$ cat src/rtl/timer_controller.sv
// -----------------------------------------------------------------------------
// timer_controller
//
// Sequencing controller for a kitchen-timer down-counter chain
// (minutes units mod 10, seconds tens mod 6, seconds units mod 10).
//  - Collects keypad digits into a 3-digit BCD preset (load_data).
//  - Runs IDLE -> LOAD -> RUN <-> PAUSE, RUN -> DONE -> IDLE.
//  - Generates the 1-second decrement strobe (cnt_en) from a prescaler.
//  - Drives the heater (mag_on) and the buzzer (alarm).
//
// Ports
//   clk          system clock, all state on rising edge
//   clearn       asynchronous active-low reset
//   start        start / resume request (level)
//   stop         pause / cancel request (level)
//   door_closed  1 = door closed
//   key_valid    one-cycle strobe qualifying key_digit
//   key_digit    keypad digit (0..9 accepted, others rejected)
//   zero         counter chain reads 0:00
//   cnt_en       chain decrement enable, one cycle per tick
//   cnt_loadn    chain active-low parallel load (low during LOAD)
//   cnt_clearn   chain active-low clear (low in reset and on cancel)
//   load_data    BCD preset {min, sec tens, sec units}
//   mag_on       heater on (RUN only)
//   alarm        buzzer (DONE only)
//   state        IDLE=0, LOAD=1, RUN=2, PAUSE=3, DONE=4
//
// All outputs are registered. Each output register is loaded from the
// *next* state so that the output is valid in the same cycle as the
// state it belongs to (e.g. cnt_loadn is low exactly while state==LOAD).
// -----------------------------------------------------------------------------
module timer_controller #(
    parameter int TICK_DIV     = 50000000,
    parameter int ALARM_CYCLES = 100
) (
    input  logic        clk,
    input  logic        clearn,
    input  logic        start,
    input  logic        stop,
    input  logic        door_closed,
    input  logic        key_valid,
    input  logic [3:0]  key_digit,
    input  logic        zero,
    output logic        cnt_en,
    output logic        cnt_loadn,
    output logic        cnt_clearn,
    output logic [11:0] load_data,
    output logic        mag_on,
    output logic        alarm,
    output logic [2:0]  state
);

    typedef enum logic [2:0] {
        ST_IDLE  = 3'd0,
        ST_LOAD  = 3'd1,
        ST_RUN   = 3'd2,
        ST_PAUSE = 3'd3,
        ST_DONE  = 3'd4
    } state_t;

    localparam int PW = (TICK_DIV > 1) ? $clog2(TICK_DIV) : 1;
    localparam int AW = $clog2(ALARM_CYCLES + 1);
    localparam logic [PW-1:0] PRESC_MAX = PW'(TICK_DIV - 1);
    localparam logic [AW-1:0] ALARM_MAX = AW'(ALARM_CYCLES - 1);

    // Registered state
    state_t        r_state;
    logic [PW-1:0] r_presc;
    logic [AW-1:0] r_alarm_cnt;
    logic [11:0]   r_load_data;
    logic          r_cnt_en;
    logic          r_cnt_loadn;
    logic          r_cnt_clearn;
    logic          r_mag_on;
    logic          r_alarm;

    // Next-state values
    state_t        w_state_nxt;
    logic [PW-1:0] w_presc_nxt;
    logic [PW-1:0] w_presc_inc;
    logic [AW-1:0] w_alarm_cnt_nxt;
    logic [11:0]   w_load_data_nxt;
    logic          w_clear_chain;
    logic          w_key_ok;

    // A digit is accepted only if it is decimal and the digit that moves
    // into the seconds-tens position (current units) stays within 0..5.
    assign w_key_ok = key_valid && (key_digit <= 4'd9) && (r_load_data[3:0] <= 4'd5);

    assign w_presc_inc = (r_presc == PRESC_MAX) ? '0 : r_presc + 1'b1;

    // NOTE: every signal driven here gets a default first, so no path
    // through the case statement can leave one unassigned and infer a latch.
    always_comb begin
        w_state_nxt     = r_state;
        w_presc_nxt     = r_presc;
        w_alarm_cnt_nxt = '0;
        w_load_data_nxt = r_load_data;
        w_clear_chain   = 1'b0;

        case (r_state)
            ST_IDLE: begin
                if (stop) begin
                    // stop outranks everything; nothing to cancel here
                end else if (start) begin
                    if (door_closed && (r_load_data != 12'h000)) begin
                        w_state_nxt = ST_LOAD;
                    end
                end else if (w_key_ok) begin
                    w_load_data_nxt = {r_load_data[7:0], key_digit};
                end
            end

            ST_LOAD: begin
                w_presc_nxt = '0;
                w_state_nxt = ST_RUN;
            end

            ST_RUN: begin
                // Every RUN cycle advances the prescaler, including the one
                // in which a pause is detected. A tick already issued in that
                // cycle is therefore wrapped away and never repeated on resume.
                w_presc_nxt = w_presc_inc;
                if (stop || !door_closed) begin
                    w_state_nxt = ST_PAUSE;
                end else if (zero) begin
                    w_state_nxt = ST_DONE;
                end
            end

            ST_PAUSE: begin
                if (stop) begin
                    w_state_nxt     = ST_IDLE;
                    w_load_data_nxt = 12'h000;
                    w_clear_chain   = 1'b1;
                end else if (start && door_closed) begin
                    w_state_nxt = ST_RUN;
                end
            end

            ST_DONE: begin
                if (stop || (r_alarm_cnt == ALARM_MAX)) begin
                    // Chain already reads 0:00, so no clear pulse is needed.
                    w_state_nxt     = ST_IDLE;
                    w_load_data_nxt = 12'h000;
                end else begin
                    w_alarm_cnt_nxt = r_alarm_cnt + 1'b1;
                end
            end

            default: begin
                w_state_nxt     = ST_IDLE;
                w_load_data_nxt = 12'h000;
            end
        endcase
    end

    // NOTE: sequential state uses non-blocking assignments so every register
    // samples the pre-edge values and evaluation order cannot matter.
    always_ff @(posedge clk or negedge clearn) begin
        if (!clearn) begin
            r_state      <= ST_IDLE;
            r_presc      <= '0;
            r_alarm_cnt  <= '0;
            r_load_data  <= 12'h000;
            r_cnt_en     <= 1'b0;
            r_cnt_loadn  <= 1'b1;
            r_cnt_clearn <= 1'b0;
            r_mag_on     <= 1'b0;
            r_alarm      <= 1'b0;
        end else begin
            r_state      <= w_state_nxt;
            r_presc      <= w_presc_nxt;
            r_alarm_cnt  <= w_alarm_cnt_nxt;
            r_load_data  <= w_load_data_nxt;
            r_cnt_en     <= (w_state_nxt == ST_RUN) && (w_presc_nxt == PRESC_MAX);
            r_cnt_loadn  <= (w_state_nxt != ST_LOAD);
            r_cnt_clearn <= !w_clear_chain;
            r_mag_on     <= (w_state_nxt == ST_RUN);
            r_alarm      <= (w_state_nxt == ST_DONE);
        end
    end

    assign state      = r_state;
    assign load_data  = r_load_data;
    assign cnt_en     = r_cnt_en;
    assign cnt_loadn  = r_cnt_loadn;
    assign cnt_clearn = r_cnt_clearn;
    assign mag_on     = r_mag_on;
    assign alarm      = r_alarm;

endmodule

$ cat config.mk
export PLATFORM = sky130hd
export DESIGN_NAME = timer_controller
export DESIGN_NICKNAME = d
export VERILOG_FILES = /design/src/rtl/timer_controller.sv
export SDC_FILE = /design/constraint.sdc
export NUM_CORES = 1
export LEC_CHECK = 0
export ABC_AREA = 1
export CORE_MARGIN = 1.5
export CORE_UTILIZATION = 35
export DETAILED_ROUTE_END_ITERATION = 10
export GPL_TIMING_DRIVEN = 0
export PLACE_DENSITY = 0.61
export SYNTH_ARGS = -nofsm -noshare
export SYNTH_HDL_FRONTEND = slang
export SYNTH_SLANG_ARGS = --single-unit
$ cat constraint.sdc
create_clock -name clk -period 2.4 [get_ports clk]
set_input_delay 0.6 -clock clk [delete_from_list [all_inputs] [get_ports clk]]
set_output_delay 0.6 -clock clk [all_outputs]
set_load 0.02 [all_outputs]
==> summary.md, run 1 <==
| Metric | Value |
|---|---|
| Final antenna-violating net count | 0 |
| Status | finished clean |
| Switching portion of total power | 43.97% |
| Cell Area, Placed | 0.003655 mm² |
| Switching pwr | 1536 µW |
| Final Slew Violations | 0 |
| CP Capture Type | output pin |
| Kind of start point of the critical path | flop |
| VDD IR max | ~0.68 mV |
| Initial Util | 36.39% |
| Crit path required time | 1.80 ns |
| Min cycle time layout | 2.136 ns |
| GR Util All Layers | about 16% |
| Cells along the critical path | clkdlybuf4s50_1 |
| H-tree depth | 2 |
| Num CTS Buffers | 5 |
| Setup TNS | 0 ns |
| Area Overhead vs Synth | 17.53% |
| Fin cells | around 580 |
| Clk pwr share | a little under a fifth |
| Post-Place Cells | 568 |
| Ports | 31 |
| Most frequent cells in the layout | nand2_1, nor2_1, inv_1, dfrtp_1, nand3_1 |
| Core occupancy in the finished layout | 42.77% |
| Sequential share of power | 34.4% |
| Final setup violation count | 0 |
| Hold_buf cts | 0 |
| Die W | 98.68 µm |
| Gate power share | approximately 47% |
| Final Hold Fails | 0 |
| Fmax | 468.2 MHz |
| Area leader, netlist | dfrtp_1 |
| Diode count | 0 |
| Rows | 34 |
| DRC Markers | 0 |
| Global route overflow | 0 |
| Cells after Synth | 429 |
| Post-synthesis async set-or-reset flop share | 100.0% |
| Skew final | 0.003602 ns |
| Crit path buffers/inverters | 1 |
| Fin area | ~0.0038 mm² |
| Final GP Congestion | 0.8553 |
| Detailed router's first-iteration violation count | 117 |
| Prevailing post-synth register cell | dfrtp_1 |
| DIE HEIGHT | 98.68 µm |
| Critical path peak fanout | 8 |
| Post-CTS sizing | 0 |
| Largest stage delay on the critical path | between 0.6 and 0.7 ns |
| Seq/Total Area, Yosys | 41.43% |
| Pre-antenna DRT Iters | 5 |
| Core area | 0.008806 mm² |
| DP Wirelength | 5.551 mm |
| Pleak | 0.001681 µW |
| Post-synth top area share | 40.61% |
| Layout fillers | 914 |
| CTS tree | built |
| Final Net Count | 480 |
| Total power | roughly 3500 µW |
| Worst EP arrival | between 1.5 and 2 ns |
| First-pass GRT wire length | approximately 13 mm |
| Clock Sinks | 53 |
| RSZ-0062 raised after global routing | no |
| Slew of the pin with the lowest slew margin | 0.4779 ns |
| Initial antenna violation count | 0 |
| Layout cells sized above 1 | about 12% |
| Yosys Warn Count | 0 |
| HP Class | in2async |
| Clk_lat worst skew | 0.32 ns |
| Mapped Avg Cell Area | around 7.5 µm² |
| Max-cap viol count | 0 |
| Internal | 1956 µW |
| FF+latch count, synth | 53 |
| Synth area leaders | dfrtp_1, nand2_1, nand3_1 |
| Maximum clock path buffer count | 2 |
| Vias in the first global route | 2823 |
| Slowest CP cell | clkdlybuf4s50_1 |
| Top Family by Delay on Critical Path | buffers and inverters |
| Setup CP Type | reg2out |
| Number of synthesized flops with an enable pin | 0 |
| DR vias | 2832 |
| Post-CTS Setup Inserts | 0 |
| Vias per cell | 4.917 |
| DIE AREA | 0.009738 mm² |
| Netlist cell types | 41 |
| Clock root buffer | clkbuf_8 |
| Port Buf Inserts | 30 |
| Avg WL per Cell | 12.93 µm |
| Final wirelength | 7.445 mm |
| Largest net degree at the start of global routing | 35 |
| PD cells | 927.2 mW/mm² |
| Period utilisation layout | 88.99% |
| Leading cell type in the layout, fill and taps excluded | nand2_1 |
| Max transition margin | 68.14% |
| Post-Syn Area | 0.003204 mm² |
| Worst-path clk slew | 0.10 ns |
| Post-Syn Nets | ~440 |
## logic make-up after synthesis
logic type                 after synthesis  share of synthesized area, %
AOI/OAI and AO/OA                       33                         7.302
xor gates and xnor gates                 6                         1.640
adders and majority gates                2                        0.7808
buffers and inverters                   72                         9.605
DFF                                     53                         41.43
and+or+nand+nor                        263                         39.24
## worst paths after layout
check                          startpoint              to  slack (ns)  depth (start not counted)
max reg2reg                    r_presc[0]          cnt_en        0.26                         11
min                                clearn      r_presc[7]        0.23                          1
min reg2reg                r_alarm_cnt[0]  r_alarm_cnt[0]        0.47                          1
max in group asynchronous          clearn       cnt_loadn        1.55                          2
max                              state[1]        state[1]        0.26                          1
min in group clk           r_alarm_cnt[0]  r_alarm_cnt[0]        0.47                          1
## worst register-to-register path: cells and delay by family, from the launching register on
| family | cells | cell delay (ns) |
|---|---|---|
| adders and majority gates | 1 | 0.21 |
| and+or+nand+nor | 10 | 1.45 |
| DFF | 1 | 0.42 |
## flip-flops by register name (all words and copies together), names as in the netlist
signal / count
alarm: 1
cnt_clearn: 1
cnt_en: 1
cnt_loadn: 1
load_data: 12
mag_on: 1
r_alarm_cnt: 7
r_presc: 26
state: 3
## cell type report
class | count | area [µm²] | share of cell area [%]
buffer | 6 | 53.80 | 1.429
clock buffer | 6 | 72.57 | 1.927
clock inverter | 2 | 38.79 | 1.030
inverter | 66 | 254.0 | 6.744
multi-input combinational | 304 | 1569 | 41.66
sequential | 53 | 1328 | 35.25
tap | 108 | 135.1 | 3.588
timing repair buffer | 31 | 315.3 | 8.372
## per-layer routing
metal / track usage (%) / share of wire [%] / vias to the layer above
met1: 21.83 / 47 / 1319
met2: 26.92 / 47 / 63
met4: 5.055 / 1.5 / 0
met5: 0 / 0 / -
met3: 2.837 / 4.7 / 11
li1: - / - / 1439
## synth_stat cells (all sizes together), types with 2 or more instances
master and instances:
nand2 112, nor2 66, inv 64, nand3 60
dfrtp 52, o21ai 18, a21oi 10, nor3 10
buf 6, nand4 6, nand3b 4, xor2 4
nor4 3, clkinv 2, ha 2, xnor2 2
## power groups by stage
stage          combinational, µW  clock (µW)  sequential [µW]
6_report                    1650         643             1200
3_5_place_dp                1670           0             1220
2_1_floorplan               1030           0             1300
5_1_grt                     1820         693             1220
3_3_place_gp                1640           0             1220
4_1_cts                     1670         657             1200
## stage by stage
stage / setup WS (ns) / hold slack [ns]
detailed placement: -0.09409 / 0.4567
finish: 0.2642 / 0.2263
CTS: 0.2208 / 0.2434
floorplan: 0.6560 / 0.3044
global route: 0.04290 / 0.2693
global placement: -1.051 / 0.4487
No activity file was read; power rests on OpenSTA's default activity.
==> run 2: changes to the inputs <==
Settings changed: SKIP_LAST_GASP set to 1.
==> results of run 2 <==
Final layout, timing and power as in run 1 (identical DEF).
==> run 3: changes to the inputs <==
Settings changed: CAP_MARGIN set to 20, CTS_CLUSTER_SIZE set to 24.
==> run 3 against run 2 <==
Net effect:
- final cell count unchanged
- sequential power barely moved
- final area is the same
- sequential share of layout area unchanged
- utilization stayed put
- highest routed layer unchanged
==> summary.md, run 3 (synthesized netlist as in run 1, its figures left out) <==
| Metric | Value |
|---|---|
| Status | finished clean (unchanged) |
| Initial antenna violation count | 0 (unchanged) |
| Post-CTS sizing | 0 (unchanged) |
| Area Overhead vs Synth | 17.53% (unchanged) |
| Largest net degree at the start of global routing | 35 (unchanged) |
| Min cycle time layout | 2.151 ns (was 2.136 ns) |
| Hold_buf cts | 0 (unchanged) |
| Reg2Reg Launch Point | r_presc[0] (unchanged) |
| Slowest CP cell | clkdlybuf4s50_1 (unchanged) |
| Final Slew Violations | 0 (unchanged) |
| Period utilisation layout | 89.61% (was 88.99%) |
| Post-CTS Setup Inserts | 0 (unchanged) |
| PD cells | 926.6 mW/mm² (was 927.2 mW/mm²) |
| Worst R2R End | cnt_en (unchanged) |
| Final setup violation count | 0 (unchanged) |
| Core area | 0.008806 mm² (unchanged) |
| Detailed router's first-iteration violation count | 109 (was 117) |
| Leading cell type in the layout, fill and taps excluded | nand2_1 (unchanged) |
| Max transition margin | 68.71% (was 68.14%) |
| CTS tree | built (unchanged) |
| Clk_lat worst skew | 0.31 ns (was 0.32 ns) |
| Final antenna-violating net count | 0 (unchanged) |
| Final Net Count | 480 (unchanged) |
| Max FFs per register | 26 (unchanged) |
| Die W | 98.68 µm (unchanged) |
| Most frequent cells in the layout | nand2_1, nor2_1, inv_1, dfrtp_1, nand3_1 (unchanged) |
| DR vias | 2809 (was 2832) |
| Core occupancy in the finished layout | 42.77% (unchanged) |
| VDD IR max | 0.7040 mV (was 0.6760 mV) |
| CP Capture Point | cnt_en (was state[1]) |
| Worst r2r path cells | 13 (was 11) |
| CP Capture Type | flop (was output pin) |
| Slew of the pin with the lowest slew margin | 0.4694 ns (was 0.4779 ns) |
| Crit-path most repeated cell | nor2_1 |
| Port Buf Inserts | 30 (unchanged) |
| Setup CP Type | in2reg (was reg2out) |
| Crit path buffers/inverters | 1 (unchanged) |
| GR Util All Layers | 16.39% (was 16.27%) |
| RSZ-0062 raised after global routing | no (unchanged) |
| DP Wirelength | 5.554 mm (was 5.551 mm) |
| Cells along the critical path | clkdlybuf4s50_1 > nor2_1 > o21ai_0 > nand2_1 > and3_4 > nor2_1 > nand3_1 > nor2_1 > nand3_1 > nor2_1 (was clkdlybuf4s50_1) |
| Clock Sinks | 53 (unchanged) |
| Num CTS Buffers | 5 (unchanged) |
| Global route overflow | 0 (unchanged) |
| Initial Util | 36.39% (unchanged) |
| Clock root buffer | clkbuf_8 (unchanged) |
| Pre-antenna DRT Iters | 4 (was 5) |
| DIE HEIGHT | 98.68 µm (unchanged) |
| DIE AREA | 0.009738 mm² (unchanged) |
| Max-cap viol count | 0 (unchanged) |
| Vias in the first global route | 2852 (was 2823) |
| Rows | 34 (unchanged) |
| Fin cells | 576 (unchanged) |
| First-pass GRT wire length | 13.05 mm (was 12.83 mm) |
| Kind of start point of the critical path | primary input (was flop) |
| Diode count | 0 (unchanged) |
| H-tree depth | 2 (unchanged) |
| Crit path required time | 2.64 ns (was 1.80 ns) |
| Stages on worst setup path | 10 (was 1) |
| Layout cells sized above 1 | 12.18% (unchanged) |
| Avg WL per Cell | 13.02 µm (was 12.93 µm) |
| Critical path peak fanout | 6 (was 8) |
| Worst EP arrival | 2.39 ns (was 1.54 ns) |
| Final Hold Fails | 0 (unchanged) |
| Skew final | 0.006583 ns (was 0.003602 ns) |
| Maximum clock path buffer count | 2 (unchanged) |
| Post-Place Cells | 568 (unchanged) |
| Worst-path clk slew | 0.10 ns (about the same) |
| Top Family by Delay on Critical Path | simple AND/OR/NAND/NOR gates (was buffers and inverters) |
| Vias per cell | 4.877 (was 4.917) |
| Largest Register | r_presc (unchanged) |
| Crit path launch | stop (was state[1]) |
| Pleak | 0.001681 µW (unchanged) |
| Final GP Congestion | 0.8553 (unchanged) |
| HP Class | in2async (unchanged) |
| DRC Markers | 0 (unchanged) |
| Final wirelength | 7.500 mm (was 7.445 mm) |
| Ports | 31 (unchanged) |
| Largest stage delay on the critical path | 0.59 ns (was 0.67 ns) |
| Worst R2R Setup Slack | 0.26 ns (about the same) |
| Fmax | 465.0 MHz (was 468.2 MHz) |
-- run 3: cell counts in the layout (fill, tap and decap cells not counted) --
No cell type changed its count.
-- run 3: cell type report --
class | count | area [µm²]
tap | 108 | 135.1
sequential | 53 | 1328
fill | 924 | 5040
clock inverter | 2 | 38.79
multi-input combinational | 304 | 1569
buffer | 6 | 53.80
inverter | 66 | 254.0
clock buffer | 6 | 72.57
timing repair buffer | 31 | 315.3
-- run 3: how the worst min path moves through the flow --
stage | slack (ns) | from | to
global route | 0.27 | clearn | r_presc[7]
detailed placement | 0.46 | r_alarm_cnt[0] | r_alarm_cnt[0]
global placement | 0.45 | r_alarm_cnt[0] | r_alarm_cnt[0]
finish | 0.23 | clearn | r_presc[7]
CTS | 0.24 | clearn | r_presc[7]
floorplan | 0.30 | clearn | alarm
-- run 3: metal layers --
layer | global-route usage [%] | share of wire (%) | vias to the layer above
met5 | 0 | 0 | -
met4 | 3.297 | 0.53 | 0
met3 | 3.121 | 4.4 | 4
met2 | 27.94 | 48 | 58
met1 | 21.88 | 47 | 1312
li1 | - | - | 1435
-- run 3: power by group --
group | internal (µW) | switching [µW]
logic | 609 | 1040
registers | 1030 | 168
clock network | 316 | 323
-- run 3: metrics by stage --
step	power (µW)	setup TNS (ns)	hold slack, ns	instance area (µm²)	setup WS (ns)
after floorplan	2332	0	0.3044	3204	0.6560
after global placement	2861	-55.10	0.4487	3640	-1.051
after detailed placement	2884	-0.1281	0.4570	3655	-0.08206
after CTS	3532	0	0.2447	3766	0.2302
after global routing	3733	0	0.2715	3766	0.06122
final	3490	0	0.2270	3766	0.2493
==> RTL change, RTL diff (config.mk and constraints of run 2) <==
`r_load_data` no longer has a reset.
--- a/src/rtl/timer_controller.sv
+++ b/src/rtl/timer_controller.sv
@@ -164,3 +164,2 @@
             r_alarm_cnt  <= '0;
-            r_load_data  <= 12'h000;
             r_cnt_en     <= 1'b0;
@@ -174,3 +173,2 @@
             r_alarm_cnt  <= w_alarm_cnt_nxt;
-            r_load_data  <= w_load_data_nxt;
             r_cnt_en     <= (w_state_nxt == ST_RUN) && (w_presc_nxt == PRESC_MAX);
@@ -181,2 +179,6 @@
         end
+    end
+
+    always_ff @(posedge clk) begin
+        r_load_data <= w_load_data_nxt;
     end
Formal check against the unedited RTL: not equivalent (Yosys sat finds a counterexample within 4 cycles, from zero or initial values; the reset may be asserted at any time).
==> RTL change against run 2 <==
- area after synthesis is 2.9% lower
- largest power group unchanged
- combinational power is 15% lower
- sequential cell count stayed put
- critical path type is now reg2reg
- largest cell class unchanged
- via count is 0.95% lower
- sequential power is 8% higher
- total power is 4.7% lower
- routed wire length is 0.55% lower
- worst setup slack worse by 0.050 ns
- cell area is 1.1% lower
==> RTL change: results (changes against run 2) <==
| Metric | Value |
|---|---|
| Outcome | `finished clean (unchanged)` |
| Via total after detailed routing | `2805 (was 2832)` |
| Slowest stage delay, CP | `0.45 ns (was 0.67 ns)` |
| CP Class | `reg2reg (was reg2out)` |
| Final period utilization | `91.05% (was 88.99%)` |
| Syn nets | `453 (was 442)` |
| Clock skew | `0.003610 ns (was 0.003602 ns)` |
| Fin nets | `492 (was 480)` |
| Async SR Flop Fraction | `77.36% (was 100.0%)` |
| ClkCell Share | `3.024% (was 2.957%)` |
| First-pass GRT wire length | `13080 um (was 12830 um)` |
| Area growth, synth to finish | `19.71% (was 17.53%)` |
| Routed wl met3 | `266 um (was 349 um)` |
| GR Util met3 | `2.374% (was 2.837%)` |
| Fraction of layout cells with a size suffix above 1 | `8.542% (was 12.18%)` |
| Non-CTS inverters | `73 (was 66)` |
| #MultiIn Comb | `310 (was 304)` |
| Clock buffer cells | `5 (was 6)` |
| Vias in the first global route | `2670 (was 2823)` |
| Dpl hpwl | `5763 um (was 5551 um)` |
| Total wire length | `7404 um (was 7445 um)` |
| Post-synth cell types | `35 (was 41)` |
| M1 wire length | `3556 um (was 3509 um)` |
| Bufs w/o clock | `36 (was 37)` |
| DRT iter0 DRCs | `246 (was 117)` |
| Synth area leaders | `dfrtp_1 (32%), nand2_1 (16%), edfxtp_1 (12%) (was dfrtp_1 (41%), nand2_1 (13%), nand3_1 (7.7%))` |
| Fin Hold WS | `0.2526 ns (was 0.2263 ns)` |
| Met2 WL | `3439 um (was 3477 um)` |
| DP Area | `3573 um^2 (was 3655 um^2)` |
| Register Area | `1388 um^2 (was 1328 um^2)` |
| VDD IR max | `379.0 uV (was 676.0 uV)` |
| GPL Wtd Cong | `0.8521 (was 0.8553)` |
| Reg2Reg Depth | `15 (was 11)` |
| FF-to-FF setup slack | `0.21 ns (was 0.26 ns)` |
| EDFF count, synth | `12 (was 0)` |
| Fill cells | `894 (was 914)` |
| Max FO, Critical Path | `10 (was 8)` |
| Leak | `0.001734 uW (was 0.001681 uW)` |
| Worst-Margin Slew | `0.5390 ns (was 0.4779 ns)` |
| Worst slack, placed | `-0.4691 ns (was -0.09409 ns)` |
| Most common library cells after synthesis | `nand2_1 (130), nor2_1 (80), inv_1 (66), dfrtp_1 (40), nand3_1 (35) (was nand2_1 (108), nor2_1 (61), inv_1 (59), dfrtp_1 (52), nand3_1 (49))` |
| Met1 Use GR | `24.03% (was 21.83%)` |
| Met2 GRT Util | `26.84% (was 26.92%)` |
| Largest net degree at the start of global routing | `22 (was 35)` |
| Multi-input gate share of the layout cell area | `38.68% (was 41.66%)` |
| Avg Inst Size Synth | `7.069 um^2 (was 7.469 um^2)` |
| Buffer share of cell area | `9.980% (was 9.801%)` |
| Register area share after synthesis | `44.61% (was 41.43%)` |
| Worst Path Arrival | `2.44 ns (was 1.54 ns)` |
## RTL change: cell count changes after synthesis, moves of 8 or more
cell / before / now
nor2_1: 61 / 80
nand3_1: 49 / 35
edfxtp_1: 0 / 12
dfrtp_1: 52 / 40
nand2_1: 108 / 130
o21ai_2: 8 / 0
## RTL change: cell families (layout without fill, tap and decap cells)
| group | Yosys count | in the layout | share of synthesized area (%) |
|---|---|---|---|
| simple gates | 282 | 282 | 39.74 |
| buf+inv | 77 | 117 | 9.815 |
| flops | 53 | 53 | 44.61 |
| compound gates | 24 | 24 | 4.465 |
| fa+ha+maj | 2 | 2 | 0.8044 |
| xor+xnor | 2 | 2 | 0.5633 |
## RTL change: stage by stage
| stage | total power [uW] | utilization [%] | instances |
|---|---|---|---|
| final | 3327 | 42.91 | 588 |
| after global routing | 3559 | 42.91 | 588 |
| after CTS | 3319 | 42.68 | 587 |
| after detailed placement | 2665 | 41.18 | 579 |
| after global placement | 2639 | 40.92 | 578 |
| after floorplan | 2116 | - | 440 |
## RTL change: power breakdown
group | total (uW) | internal [uW] | switching, uW
sequential | 1300 | 1160 | 139
combinational | 1400 | 530 | 870
clock | 626 | 313 | 313
## RTL change: what timing repair did
item,in CTS,in global routing
gates resized for setup,2,0
pin swaps,0,1
setup endpoints to repair,12,12
gates cloned,0,0
buffers inserted,0,1
## RTL change: path summary, 6_finish.rpt
kind / end
setup / recovery: cnt_en
hold / removal: r_presc[11]
setup reg to reg: cnt_en
hold reg to reg: r_alarm_cnt[0]
max in group asynchronous: cnt_loadn
min in group clk: r_alarm_cnt[0]
## RTL change: worst max-delay path: cells and delay by family (launching register included)
family                   cells  cell delay (ns)
buffers and inverters        1             0.24
flip-flops                   1             0.45
AND/OR/NAND/NOR             13             1.18
adder cells (fa/ha/maj)      1             0.25
